File: src/rtl/mux_arbiter_4x2_pkg.sv
// Shared types and constants for the two-lane, four-FIFO round-robin mux arbiter.
// Holds the FSM state encoding, the lane indices and the per-pair grant function.
package mux_arbiter_4x2_pkg;

    typedef enum logic {
        IDLE   = 1'b0,
        ACTIVE = 1'b1
    } arb_state_e;

    localparam int NUM_LANES = 2;
    localparam int LANE_00   = 0;
    localparam int LANE_11   = 1;
    localparam int CNT_W     = 8;

    // Grant for one FIFO pair: a lone requester wins outright, a tie goes to the rr pointer.
    function automatic logic [1:0] rr_grant(input logic rr, input logic [1:0] empty);
        logic [1:0] grant;
        grant = 2'b00;
        case (~empty)
            2'b01:   grant = 2'b01;
            2'b10:   grant = 2'b10;
            2'b11:   grant = rr ? 2'b10 : 2'b01;
            default: grant = 2'b00;
        endcase
        return grant;
    endfunction

endpackage

File: src/rtl/mux_arbiter_4x2_rr_pair.sv
// Round-robin arbiter for one pair of show-ahead FIFOs feeding a single output lane.
// Issues at most one combinational pop per cycle and flips its pointer after every pop.
module rr_pair_arbiter
    import mux_arbiter_4x2_pkg::*;
(
    input  logic       clk_f,
    input  logic       reset,
    input  logic       arb_en,
    input  logic [1:0] empty,
    output logic [1:0] pop,
    output logic       sel
);

    logic rr_q;

    always_comb begin
        pop = 2'b00;
        if (arb_en && !reset) begin
            pop = rr_grant(rr_q, empty);
        end
    end

    assign sel = pop[1];

    // After popping the lower FIFO the pointer moves to the upper one, and vice versa.
    always_ff @(posedge clk_f) begin
        if (reset) begin
            rr_q <= 1'b0;
        end else if (|pop) begin
            rr_q <= pop[0];
        end
    end

endmodule

File: src/rtl/mux_arbiter_4x2.sv
// Four input FIFOs merged onto two registered output lanes: FIFOs 0/1 feed lane 00,
// FIFOs 2/3 feed lane 11, each pair arbitrated independently in round-robin order.
module mux_arbiter_4x2
    import mux_arbiter_4x2_pkg::*;
#(
    parameter int DATA_W = 8
) (
    input  logic              clk_f,
    input  logic              reset,
    input  logic              enable,
    input  logic [3:0]        fifo_empty,
    input  logic [DATA_W-1:0] fifo_data_0,
    input  logic [DATA_W-1:0] fifo_data_1,
    input  logic [DATA_W-1:0] fifo_data_2,
    input  logic [DATA_W-1:0] fifo_data_3,
    input  logic [1:0]        out_afull,
    output logic [3:0]        pop,
    output logic [DATA_W-1:0] data_00,
    output logic [DATA_W-1:0] data_11,
    output logic              valid_00,
    output logic              valid_11,
    output logic [CNT_W-1:0]  cnt_00,
    output logic [CNT_W-1:0]  cnt_11,
    output logic              idle
);

    arb_state_e state_q;
    arb_state_e state_d;

    logic                 arb_permit;
    logic [1:0]           pair_en;
    logic [1:0]           pop_a;
    logic [1:0]           pop_b;
    logic                 sel_a;
    logic                 sel_b;
    logic [NUM_LANES-1:0] lane_pop;
    logic [DATA_W-1:0]    lane_word  [NUM_LANES];
    logic [DATA_W-1:0]    lane_data  [NUM_LANES];
    logic [NUM_LANES-1:0] lane_valid;
    logic [CNT_W-1:0]     lane_cnt   [NUM_LANES];
    logic                 idle_q;

    always_comb begin
        state_d = state_q;
        case (state_q)
            IDLE:    if (enable)  state_d = ACTIVE;
            ACTIVE:  if (!enable) state_d = IDLE;
            default: state_d = IDLE;
        endcase
    end

    // Gating with the live enable makes a falling enable suppress pops in that very cycle.
    assign arb_permit = (state_q == ACTIVE) && enable && !reset;
    assign pair_en[LANE_00] = arb_permit && !out_afull[LANE_00];
    assign pair_en[LANE_11] = arb_permit && !out_afull[LANE_11];

    rr_pair_arbiter u_pair_a (
        .clk_f  (clk_f),
        .reset  (reset),
        .arb_en (pair_en[LANE_00]),
        .empty  (fifo_empty[1:0]),
        .pop    (pop_a),
        .sel    (sel_a)
    );

    rr_pair_arbiter u_pair_b (
        .clk_f  (clk_f),
        .reset  (reset),
        .arb_en (pair_en[LANE_11]),
        .empty  (fifo_empty[3:2]),
        .pop    (pop_b),
        .sel    (sel_b)
    );

    assign pop = {pop_b, pop_a};

    assign lane_pop[LANE_00]  = |pop_a;
    assign lane_pop[LANE_11]  = |pop_b;
    assign lane_word[LANE_00] = sel_a ? fifo_data_1 : fifo_data_0;
    assign lane_word[LANE_11] = sel_b ? fifo_data_3 : fifo_data_2;

    // Output registers: data holds when the lane does not pop, valid is a one-cycle strobe.
    always_ff @(posedge clk_f) begin
        if (reset) begin
            state_q <= IDLE;
            idle_q  <= 1'b0;
            for (int k = 0; k < NUM_LANES; k++) begin
                lane_data[k]  <= '0;
                lane_valid[k] <= 1'b0;
                lane_cnt[k]   <= '0;
            end
        end else begin
            state_q <= state_d;
            idle_q  <= (state_d == IDLE) && (&fifo_empty);
            for (int k = 0; k < NUM_LANES; k++) begin
                lane_valid[k] <= lane_pop[k];
                if (lane_pop[k]) begin
                    lane_data[k] <= lane_word[k];
                    lane_cnt[k]  <= lane_cnt[k] + CNT_W'(1);
                end
            end
        end
    end

    assign data_00  = lane_data[LANE_00];
    assign data_11  = lane_data[LANE_11];
    assign valid_00 = lane_valid[LANE_00];
    assign valid_11 = lane_valid[LANE_11];
    assign cnt_00   = lane_cnt[LANE_00];
    assign cnt_11   = lane_cnt[LANE_11];
    assign idle     = idle_q;

endmodule

File: config.mk
export PLATFORM = sky130hd
export DESIGN_NAME = mux_arbiter_4x2
export DESIGN_NICKNAME = d
export VERILOG_FILES = /design/src/rtl/mux_arbiter_4x2_pkg.sv /design/src/rtl/mux_arbiter_4x2_rr_pair.sv /design/src/rtl/mux_arbiter_4x2.sv
export SDC_FILE = /design/constraint.sdc
export NUM_CORES = 1
export LEC_CHECK = 0
export CAP_MARGIN = 20
export CORE_UTILIZATION = 40
export DETAILED_ROUTE_END_ITERATION = 8
export GPL_TIMING_DRIVEN = 0
export PLACE_DENSITY = 0.76
export SLEW_MARGIN = 25
export SYNTH_ARGS = -nofsm -noshare
export SYNTH_HDL_FRONTEND = slang
export SYNTH_SLANG_ARGS = --single-unit
File: constraint.sdc
create_clock -name clk_f -period 3.9 [get_ports clk_f]
set_clock_uncertainty 0.05 [all_clocks]
set_input_delay 0.585 -clock clk_f [delete_from_list [all_inputs] [get_ports clk_f]]
set_output_delay 0.585 -clock clk_f [all_outputs]
set_load 0.005 [all_outputs]
After elaboration in Yosys (flattened, before gate mapping)
Memories as Yosys holds them, arrays and structs flattened.
Cells that the tools add are included.
{"block": "op_classes", "addsub": 2, "n_eq_ne": 6, "n_mux": 21, "n_bitwise": 7, "reduce_logical": 13}
{"op": "2-to-1 mux 8 bit", "count": 6}
{"op": "adder 8 x 1 -> 8 bit, second input constant", "count": 2}
{"op": "case mux 2 bit (3 select lines)", "count": 2}
{"op": "2-to-1 mux 1 bit", "count": 9}
{"op": "== test 2 bit, second input constant", "count": 4}
{"op": "2-to-1 mux 2 bit", "count": 4}
{"op": "logical AND 1 bit", "count": 7}
{"op": "== test 2 x 1 -> 1 bit, second input constant", "count": 2}
{"op": "inverter 2 bit", "count": 2}
{"op": "OR 1 bit", "count": 4}
{"op": "AND reduction 4 bit", "count": 1}
{"op": "OR reduction 2 bit", "count": 2}
{"op": "logical NOT 1 bit", "count": 3}
{"op": "inverter 1 bit", "count": 1}
{"block": "word_totals", "ff_bits": 6, "mem_bits_rw": 32, "inputBits": 41, "out_inout_bits": 39, "n_memories": 2}
{"name": "lane_cnt", "depth": 2, "word_bits": 8, "read_ports": 2, "rd_clocked_by_memory_dff": 0, "write_ports": 2, "line": "mux_arbiter_4x2.sv:40", "rtl": "logic [CNT_W-1:0] lane_cnt [NUM_LANES];"}
{"name": "lane_data", "depth": 2, "word_bits": 8, "read_ports": 2, "rd_clocked_by_memory_dff": 0, "write_ports": 2, "line": "mux_arbiter_4x2.sv:38", "rtl": "logic [DATA_W-1:0] lane_data [NUM_LANES];"}

Logic depth before layout (Yosys ltp)
{"block": "logic_depth", "depth_word": 10, "ltp_mapped": 6, "depth_no_buf": 4}

Hierarchy
A second synthesis with hierarchy kept.
{"block": "unflattened", "cells_unflattened": 156, "hier_area_um2": 1828.0}
{"mod": "mux_arbiter_4x2", "instances": 1, "cells_each": 136, "area_each_um2": 1637.8, "seq_area_each_um2": 1041.0}
{"mod": "rr_pair_arbiter", "instances": 2, "cells_each": 10, "area_each_um2": 95.1, "seq_area_each_um2": 20.0}

Least setup slack after synthesis
Ideal clock, no wire load.
{"block": "synth_path", "kind": "input -> output", "start": "input port reset", "end": "output port pop[0]", "t_arrival_ns": 1.324, "required_ns": 3.265, "setup_slack_ns": 1.941, "cell_stages": 4, "cell_sequence": "buf_4 nand4bb_1 clkbuf_1 nor3_1"}
{"block": "synth_between", "elab_chain_len": 5}
{"element": "start, declared", "line": "mux_arbiter_4x2.sv:9", "rtl": "input logic reset,"}
{"element": "logical NOT 1 bit *", "line": "mux_arbiter_4x2_rr_pair.sv:18, mux_arbiter_4x2.sv:53"}
{"element": "logical AND 1 bit", "line": "mux_arbiter_4x2.sv:53", "rtl": "assign arb_permit = (state_q == ACTIVE) && enable && !reset;"}
{"element": "logical AND 1 bit", "line": "mux_arbiter_4x2.sv:54", "rtl": "assign pair_en[LANE_00] = arb_permit && !out_afull[LANE_00];"}
{"element": "logical AND 1 bit *", "line": "mux_arbiter_4x2_rr_pair.sv:18", "rtl": "if (arb_en && !reset) begin"}
{"element": "2-to-1 mux 2 bit *", "line": "mux_arbiter_4x2_rr_pair.sv:18"}
{"element": "end, declared", "line": "mux_arbiter_4x2.sv:17", "rtl": "output logic [3:0] pop,"}
Every way passes the cells marked *; elsewhere a longest branch is shown, timed or not.

Final worst setup path
{"block": "layout_path", "start": "input port enable", "end": "output port pop[0]"}
{"block": "layout_between", "elab_chain_len": 5}
{"element": "start, declared", "line": "mux_arbiter_4x2.sv:10", "rtl": "input logic enable,"}
{"element": "logical AND 1 bit (2 in series)", "line": "mux_arbiter_4x2.sv:53"}
{"element": "logical AND 1 bit", "line": "mux_arbiter_4x2.sv:54"}
{"element": "logical AND 1 bit", "line": "mux_arbiter_4x2_rr_pair.sv:18"}
{"element": "2-to-1 mux 2 bit", "line": "mux_arbiter_4x2_rr_pair.sv:18"}
Every way passes these cells.

==> reports/results.txt <==
Status - finished, violations left
Failing checks - design-rule violations
Die H - 70.8 microns
Syn Inst Count - 177
Resized Gates After CTS - 0
Via count - 1674
Post-route DRC - 6
CTS tree - built
Final nets - 305
CP startpoint kind - input pin
Inst Count DP - 307
GR Overflow Total - 0
Overall routing resource usage - 0.193
Ant. Diodes - 0
FMAX - 338 MHz
Slew headroom - 0.577
Comb pwr share - 0.140
Switching Share - 0.227
Core area - 4440 sq um
RSZ-0062 raised after global routing - no
1st-pass router iterations - 8
Synth top area share - 0.508
Max stage delay on crit path - 0.56 ns
Most used cell, CP - clkdlybuf4s50_1
Clk_lat worst skew - 0.29 ns
Global-route wire length before repair - 7530 microns
Static Leak - 0.960 nW
Antenna viol nets, final - 0
Worst endpoint data arrival time - 2.32 ns
Main flop type after synthesis - edfxtp_1
Pint - 649 uW
Antenna violations before repair - 0
Vias per cell - 5.33
Share of cells above drive strength 1 - 0.0802
Tightest Pin Transition - 0.633 ns
Synth unique cells - 28
CTS Buf Count - 5
Placer congestion estimate - 0.780
Max cap viols - 0
Power Density - 298 nW/um^2
Fraction of registers with async set/reset - 0
Crit-path leading delay family - buffers and inverters
Critical path cell sequence - clkdlybuf4s50_1, nand4bb_1, clkbuf_1, nor3_1, clkdlybuf4s50_1
DIE AREA - 5010 sq um
Worst hold-check path type - reg -> reg
Reg area - 1080 sq um
1st-iter DRT viols - 73
Seq pwr share - 0.558
Initial cell density of the core - 0.425
Endpoints failing setup - 0
Critical-path top delay cell - clkdlybuf4s50_1
Final Hold Slack - 0.472 ns
Kind of critical path - in -> out
Worst VDD drop - 0.141 mV
Setup TNS - 0 ns
#FFs+latches synth - 38
Most common cell in the netlist - edfxtp_1
Post-CTS Setup Inserts - 0
Post-synth EDFFs - 32
Post-layout minimum cycle time - 2.96 ns
DP HPWL - 3350 microns
Rows - 24
CTS max path bufs - 2
Required time worst endpoint - 3.26 ns
Io pins - 80
Critical path endpoint category - output port
Sequential fraction of the synthesis area - 0.572
Largest net degree at the start of global routing - 17
# hold bufs at CTS - 0
Fin. Hold Viols - 0
H-tree Lvls - 2
IO buf count - 78
Syn Area/Cell - 10.7 sq um
Commonest cells post-synth - edfxtp_1, a21oi_1, nand3_1, o21ai_0, nor2_1
Final wirelength - 4630 microns
Max-slew violation count - 0
Die Span X - 70.8 microns
Psw - 190 uW
Filler-free cell count of the finished design - 314
Syn. warnings - 0
Routed WL per cell - 14.7 microns
Root buffer cell - clkbuf_8
# clock sinks - 38
Clk slew on worst S/H paths - 0.07 ns
Synth top area cells - edfxtp_1, a21oi_1, dfxtp_1
Yosys top cell by area - edfxtp_1
Number of global-route vias before repair - 1655
Clk pwr share - 0.302
Synth Cell Area - 1890 sq um
Period utilisation layout - 0.759
Mapped Nets - 220
Buf+Inv Stages, Crit Path - 3
# fillers - 389
Area occupied by multi-input gates - 727 sq um
CP Max Fanout - 10
Final Core Density - 0.633
Area Overhead vs Synth - 48.9%
[registers in the layout (all words and copies together), names as in the netlist]
name and flops:
lane_valid 2, lane_cnt 16, state_q 1, lane_data 16, idle 1, u_pair_b.rr_q 1, u_pair_a.rr_q 1
[final timing paths]
check                             startpoint  depth (start not counted)  slack (ns)                             end
setup reg to reg          state_q$_SDFF_PP0_                          5        2.36  lane_data[0][13]$_SDFFCE_PN0P_
setup / recovery                      enable                          5        0.94                          pop[0]
hold / removal    u_pair_b.rr_q$_SDFFE_PP0P_                          1        0.47      u_pair_b.rr_q$_SDFFE_PP0P_
hold reg to reg   u_pair_b.rr_q$_SDFFE_PP0P_                          1        0.47      u_pair_b.rr_q$_SDFFE_PP0P_
[layout make-up]
type	instances	share of cell area
sequential	38	0.384
timing repair buffer	78	0.277
multi-input combinational	125	0.258
buffer	12	0.0267
clock buffer	5	0.0244
tap	52	0.0231
clock inverter	2	0.00356
inverter	2	0.00267
[layout by cell type (no fill, tap or decap), types with 5 or more instances in the layout]
cell type | netlist | final
nand3_1 | 24 | 24
nor2_1 | 12 | 12
dfxtp_1 | 6 | 6
nor2b_1 | 5 | 5
or3_1 | 6 | 6
clkdlybuf4s50_1 | 0 | 78
o21ai_0 | 21 | 21
clkbuf_8 | 0 | 5
a21oi_1 | 26 | 26
buf_4 | 8 | 8
edfxtp_1 | 32 | 32
[worst reg2reg max path, stage by stage (launching register included)]
cell	delay (ns)
dfxtp_1	0.33
and4bb_2	0.23
buf_4	0.18
a22oi_4	0.21
buf_4	0.22
a21oi_1	0.08
[metrics by stage]
stage	total power, mW	worst slack [ns]	cell area (sq um)
finish	0.839	0.942	2820
global route	0.873	0.798	2820
CTS	0.844	0.952	2820
detailed placement	0.594	0.961	2740
global placement	0.592	0.942	2740
floorplan	0.512	1.94	1890
[power by group through the flow]
| stage | Combinational, mW | Clock (mW) | Sequential [mW] |
|---|---|---|---|
| after global routing | 0.127 | 0.276 | 0.470 |
| after CTS | 0.118 | 0.258 | 0.468 |
| after floorplan | 0.0362 | 0 | 0.476 |
| after detailed placement | 0.117 | 0 | 0.477 |
| final | 0.118 | 0.253 | 0.468 |
| after global placement | 0.116 | 0 | 0.477 |
[kinds of logic after synthesis]
family / count (synthesis) / share of synthesized area
xor gates and xnor gates: 6 / 0.0278
buffers and inverters: 14 / 0.0437
and+or+nand+nor: 62 / 0.179
adders and majority gates: 2 / 0.0132
AOI/OAI and AO/OA: 55 / 0.165
DFF: 38 / 0.572
[layer usage]
layer	part of all wire	track usage
met3	0.057	0.0499
met4	0.023	0.0822
met1	0.45	0.245
met5	0	0
met2	0.47	0.312
Power figures use the tool's default switching activity.
